$ cat src/rtl/wb_sram_slave.sv
// Wishbone classic single-beat slave driving one asynchronous 32-bit SRAM bank.
// Every output is registered; reads and writes are sequenced through a small FSM.
module wb_sram_slave #(
    parameter int ADDR_WIDTH      = 32,
    parameter int DATA_WIDTH      = 32,
    parameter int SRAM_ADDR_WIDTH = 20,
    parameter int SRAM_DATA_WIDTH = 32,
    parameter int WAIT_CYCLES     = 1
) (
    input  logic                         clk_i,
    input  logic                         rst_i,
    input  logic                         wb_cyc_i,
    input  logic                         wb_stb_i,
    output logic                         wb_ack_o,
    input  logic [ADDR_WIDTH-1:0]        wb_adr_i,
    input  logic [DATA_WIDTH-1:0]        wb_dat_i,
    output logic [DATA_WIDTH-1:0]        wb_dat_o,
    input  logic [DATA_WIDTH/8-1:0]      wb_sel_i,
    input  logic                         wb_we_i,
    output logic [SRAM_ADDR_WIDTH-1:0]   sram_addr,
    input  logic [SRAM_DATA_WIDTH-1:0]   sram_data_i,
    output logic [SRAM_DATA_WIDTH-1:0]   sram_data_o,
    output logic                         sram_data_oe,
    output logic                         sram_ce_n,
    output logic                         sram_oe_n,
    output logic                         sram_we_n,
    output logic [SRAM_DATA_WIDTH/8-1:0] sram_be_n
);

    localparam int BE_W  = SRAM_DATA_WIDTH / 8;
    localparam int CNT_W = (WAIT_CYCLES > 1) ? $clog2(WAIT_CYCLES) : 1;
    localparam logic [CNT_W-1:0] CNT_LAST = CNT_W'(WAIT_CYCLES - 1);

    typedef enum logic [2:0] {
        IDLE,
        READ_WAIT,
        WR_SETUP,
        WR_PULSE,
        WR_HOLD,
        DONE
    } state_t;

    state_t                       state_q, state_d;
    logic [CNT_W-1:0]             cnt_q, cnt_d;
    logic                         aborted_q, aborted_d;
    logic                         ack_q, ack_d;
    logic [DATA_WIDTH-1:0]        dat_o_q, dat_o_d;
    logic [SRAM_ADDR_WIDTH-1:0]   addr_q, addr_d;
    logic [SRAM_DATA_WIDTH-1:0]   data_o_q, data_o_d;
    logic                         data_oe_q, data_oe_d;
    logic                         ce_n_q, ce_n_d;
    logic                         oe_n_q, oe_n_d;
    logic                         we_n_q, we_n_d;
    logic [BE_W-1:0]              be_n_q, be_n_d;

    logic req;
    logic cnt_done;
    logic wr_drop;
    logic unused_adr_bits;

    assign req      = wb_cyc_i & wb_stb_i;
    assign cnt_done = (cnt_q == CNT_LAST);
    // A write whose cycle was dropped after setup still finishes its pulse, silently.
    assign wr_drop  = aborted_q | ~wb_cyc_i;
    assign unused_adr_bits = ^{wb_adr_i[ADDR_WIDTH-1:SRAM_ADDR_WIDTH+2], wb_adr_i[1:0]};

    always_ff @(posedge clk_i) begin
        if (!rst_i) begin
            state_q   <= IDLE;
            cnt_q     <= '0;
            aborted_q <= 1'b0;
            ack_q     <= 1'b0;
            dat_o_q   <= '0;
            addr_q    <= '0;
            data_o_q  <= '0;
            data_oe_q <= 1'b0;
            ce_n_q    <= 1'b1;
            oe_n_q    <= 1'b1;
            we_n_q    <= 1'b1;
            be_n_q    <= '1;
        end else begin
            state_q   <= state_d;
            cnt_q     <= cnt_d;
            aborted_q <= aborted_d;
            ack_q     <= ack_d;
            dat_o_q   <= dat_o_d;
            addr_q    <= addr_d;
            data_o_q  <= data_o_d;
            data_oe_q <= data_oe_d;
            ce_n_q    <= ce_n_d;
            oe_n_q    <= oe_n_d;
            we_n_q    <= we_n_d;
            be_n_q    <= be_n_d;
        end
    end

    always_comb begin
        state_d   = state_q;
        cnt_d     = cnt_q;
        aborted_d = aborted_q;
        case (state_q)
            IDLE: begin
                if (req) begin
                    state_d   = wb_we_i ? WR_SETUP : READ_WAIT;
                    cnt_d     = '0;
                    aborted_d = 1'b0;
                end
            end
            READ_WAIT: begin
                if (!wb_cyc_i) begin
                    state_d = IDLE;
                end else if (cnt_done) begin
                    state_d = DONE;
                end else begin
                    cnt_d = cnt_q + 1'b1;
                end
            end
            WR_SETUP: begin
                if (!wb_cyc_i) begin
                    state_d = IDLE;
                end else begin
                    state_d = WR_PULSE;
                    cnt_d   = '0;
                end
            end
            WR_PULSE: begin
                aborted_d = wr_drop;
                if (cnt_done) begin
                    state_d = WR_HOLD;
                end else begin
                    cnt_d = cnt_q + 1'b1;
                end
            end
            WR_HOLD: begin
                state_d = wr_drop ? IDLE : DONE;
            end
            DONE: begin
                state_d = IDLE;
            end
            default: begin
                state_d = IDLE;
            end
        endcase
    end

    always_comb begin
        ack_d     = 1'b0;
        dat_o_d   = dat_o_q;
        addr_d    = addr_q;
        data_o_d  = data_o_q;
        data_oe_d = data_oe_q;
        ce_n_d    = ce_n_q;
        oe_n_d    = oe_n_q;
        we_n_d    = we_n_q;
        be_n_d    = be_n_q;
        case (state_q)
            IDLE: begin
                if (req) begin
                    addr_d = wb_adr_i[SRAM_ADDR_WIDTH+1:2];
                    be_n_d = ~wb_sel_i;
                    ce_n_d = 1'b0;
                    we_n_d = 1'b1;
                    if (wb_we_i) begin
                        data_o_d  = wb_dat_i;
                        data_oe_d = 1'b1;
                        oe_n_d    = 1'b1;
                    end else begin
                        data_oe_d = 1'b0;
                        oe_n_d    = 1'b0;
                    end
                end
            end
            READ_WAIT: begin
                if (!wb_cyc_i || cnt_done) begin
                    ce_n_d = 1'b1;
                    oe_n_d = 1'b1;
                    be_n_d = '1;
                    if (wb_cyc_i) begin
                        dat_o_d = sram_data_i;
                        ack_d   = 1'b1;
                    end
                end
            end
            WR_SETUP: begin
                if (!wb_cyc_i) begin
                    ce_n_d    = 1'b1;
                    data_oe_d = 1'b0;
                    be_n_d    = '1;
                end else begin
                    we_n_d = 1'b0;
                end
            end
            WR_PULSE: begin
                if (cnt_done) begin
                    we_n_d = 1'b1;
                end
            end
            WR_HOLD: begin
                ce_n_d    = 1'b1;
                data_oe_d = 1'b0;
                be_n_d    = '1;
                ack_d     = ~wr_drop;
            end
            default: begin
            end
        endcase
    end

    assign wb_ack_o     = ack_q;
    assign wb_dat_o     = dat_o_q;
    assign sram_addr    = addr_q;
    assign sram_data_o  = data_o_q;
    assign sram_data_oe = data_oe_q;
    assign sram_ce_n    = ce_n_q;
    assign sram_oe_n    = oe_n_q;
    assign sram_we_n    = we_n_q;
    assign sram_be_n    = be_n_q;

endmodule

$ cat config.mk
export PLATFORM = sky130hd
export DESIGN_NAME = wb_sram_slave
export DESIGN_NICKNAME = d
export VERILOG_FILES = /design/src/rtl/wb_sram_slave.sv
export SDC_FILE = /design/constraint.sdc
export NUM_CORES = 1
export LEC_CHECK = 0
export CORE_ASPECT_RATIO = 0.7
export CORE_MARGIN = 2
export CORE_UTILIZATION = 35
export DETAILED_ROUTE_END_ITERATION = 8
export PLACE_DENSITY = 0.83
export SYNTH_ARGS = -nofsm -noshare
export SYNTH_HDL_FRONTEND = slang
export SYNTH_SLANG_ARGS = --single-unit
$ cat constraint.sdc
create_clock -name clk_i -period 1.55 [get_ports clk_i]
set_clock_uncertainty 0.2 [all_clocks]
set_input_delay 0.155 -clock clk_i [delete_from_list [all_inputs] [get_ports clk_i]]
set_output_delay 0.155 -clock clk_i [all_outputs]
set_load 0.01 [all_outputs]
==> impl_metrics.tcl <==
set metrics [dict create \
    outcome "finished with violations" \
    violations "negative setup slack" \
    highest_layer "met4" \
    synth_fp_nets 552 \
    tightest_slew_ns 0.410 \
    drv_slew 0 \
    placed_cell_area_sq_um 5820 \
    cts.htree.levels 3 \
    synthToLayoutAreaGrowth_pct 68.0 \
    cp_max_fo 6 \
    p_per_area_nw_per_um2 925 \
    p_sw_mw 1.36 \
    io_buffers 185 \
    grt_pass1_vias 3667 \
    antenna_found_initial 0 \
    final_area_sq_um 6260 \
    final_cell_mix "nand2_1 (138), dfxtp_1 (94), dlygate4sd2_1 (93)" \
    grt_setup_unrepaired "yes" \
    hold_viol_final 0 \
    clock_sinks 97 \
    drc 0 \
    drt_iter0_markers 164 \
    rows 31 \
    avgSynthCellArea_sq_um 8.34 \
    drive_gt1_share_pct 11.0 \
    synth_cell_types 34 \
    ir_drop_v 0.000696 \
    syn_area_sq_um 3730 \
    wl_met1_um 5110 \
    clkTransAtPathRegs_ns 0.07 \
    finalCritPeriodShare_pct 105 \
    drt-pass1-iter-count 4 \
    async_flop_share_pct 0 \
    cp.arrival_ns 1.63 \
    wl_met3_um 804 \
    sw_frac_of_total_pct 23.4 \
    place_inst 753 \
    cts_tree "yes" \
    critPathKind "reg -> reg" \
    setup_slack_ns -0.0704 \
    synthesis.instances 447 \
    reg2regPathDepth 4 \
    yosys_register_bits 97 \
    routedWlPerCell_um 14.4 \
    grt_max_degree 42 \
    cts-root-buf "clkbuf_16" \
    final_common_cell "nand2_1" \
    synth_edf_count 0 \
    critPathLaunchType "register" \
    diodes 0 \
    maxCapViolations 0 \
    cts_buffer_depth 2 \
    final_antenna_net_count 0 \
    fill_cells 897 \
    seq_area_frac_synth_pct 52.1 \
    worstSetupEndpointType "register" \
    routed-wl-met2_um 5220 \
    stdcell_count 780 \
    track_usage_pct 19.0 \
    finalSetupViolCount 11 \
    grt_overflow 0 \
    final_nets 749 \
    initial_core_util_pct 36.0 \
    ys_warn_count 0 \
    hp-class "in -> reg" \
    core_sq_um 10400 \
    slew_headroom_pct 71.9 \
    pwr-share-seq_pct 45.8 \
    die_x_um 127 \
    fmax_ghz 0.617 \
    holdPathStages 3 \
    clk_latency_ns 0.33 \
    routed_wl_um 11300 \
    required_ns 1.56 \
    via_count 3784 \
    die_area_sq_um 11500 \
    grt_pass1_wl_um 17800 \
    ys.flop_type "dfxtp_1" \
    die_h_um 90.3 \
    internal_power_mw 4.44 \
    gp_congestion 0.801 \
    dp_hpwl_um 7760 \
    io_pins 198 \
    comb_power_share_pct 15.6 \
    pwr-share-clk_pct 38.6 \
    fin_crit_ns 1.62 \
    via_per_inst 4.85 \
    power.leakage_nw 2.84 \
    whs_ns 0.167 \
    cts_buffers 9 \
]
state kept, by name (all words and copies together) (netlist names):
register	flops
sram_data_o	32
wb_dat_o	32
sram_addr	20
sram_be_n	4
state_q	3
aborted_q	1
sram_ce_n	1
sram_data_oe	1
sram_oe_n	1
sram_we_n	1
wb_ack_o	1
worst max-delay path, stage by stage, from the launching register on:
cell,delay (ns)
dfxtp_4,0.37
or4b_4,0.57
o311ai_4,0.11
and2_1,0.19
o21ai_1,0.07
worst paths after layout:
kind	start	end	slack [ns]
hold / removal	wb_dat_i[31]	sram_data_o[31]	0.17
hold reg to reg	sram_data_o[17]	sram_data_o[17]	0.24
setup reg to reg	state_q[2]	sram_be_n[3]	-0.07
setup / recovery	state_q[2]	sram_be_n[3]	-0.07
per-stage QoR:
step           setup TNS, ns  power (mW)  util, %  setup WS (ns)
6_report              -0.249        5.79     60.4        -0.0704
5_1_grt                -3.73        6.05     60.4         -0.123
4_1_cts               -0.760        5.81     59.2        -0.0707
3_5_place_dp          -24.56        3.61     56.2         -0.369
3_3_place_gp          -21.56        3.59     56.2         -0.298
2_1_floorplan              0        3.06        -        0.00235
power groups by stage:
stage | sequential, mW | combinational [mW] | clock [mW]
3_3_place_gp | 2.71 | 0.879 | 0
5_1_grt | 2.67 | 0.978 | 2.40
2_1_floorplan | 2.75 | 0.302 | 0
4_1_cts | 2.65 | 0.864 | 2.29
3_5_place_dp | 2.71 | 0.897 | 0
6_report | 2.65 | 0.902 | 2.24
timing repair:
item | 4_1_cts | 5_1_grt
gates resized for setup | 105 | 34
pin swaps | 5 | 7
endpoints found under the hold margin | 3 | 0
cloned | 2 | 3
buffers inserted | 3 | 4
setup endpoints to repair | 183 | 93
hold buffers | 1 | 0
per-layer routing:
metal / global-route usage [%] / up-vias
met2: 31.3 / 141
met3: 6.46 / 10
met5: 0 / -
met1: 23.8 / 1748
li1: - / 1885
met4: 4.85 / 0
cell usage after synthesis (all sizes together), types with 2 or more instances:
cell type	n	area share, %
nand2	140	14
dfxtp	97	52
nand3	67	9.0
a21boi	52	10
buf	20	3.3
clkbuf	15	1.5
nor2	9	0.97
o21ai	9	1.2
a21oi	6	0.81
and2	5	0.84
inv	4	0.40
nand2b	3	0.50
a31oi	2	0.34
nor2b	2	0.34
o211ai	2	0.40
cell type report:
cell class,count,area [sq um],area share [%]
Tap cell,132,165,2.64
Clock inverter,4,52.6,0.840
Sequential cell,97,1950,31.2
Timing Repair Buffer,220,2150,34.3
Inverter,4,15.0,0.240
Multi-Input combinational cell,312,1670,26.7
Clock buffer,11,253,4.04
logic make-up after synthesis:
kind of cell	share of synthesized area (%)
AOI/OAI and AO/OA	15.4
buffers and inverters	5.17
DFF	52.1
and+or+nand+nor	27.3
No activity file was read; power rests on OpenSTA's default activity.
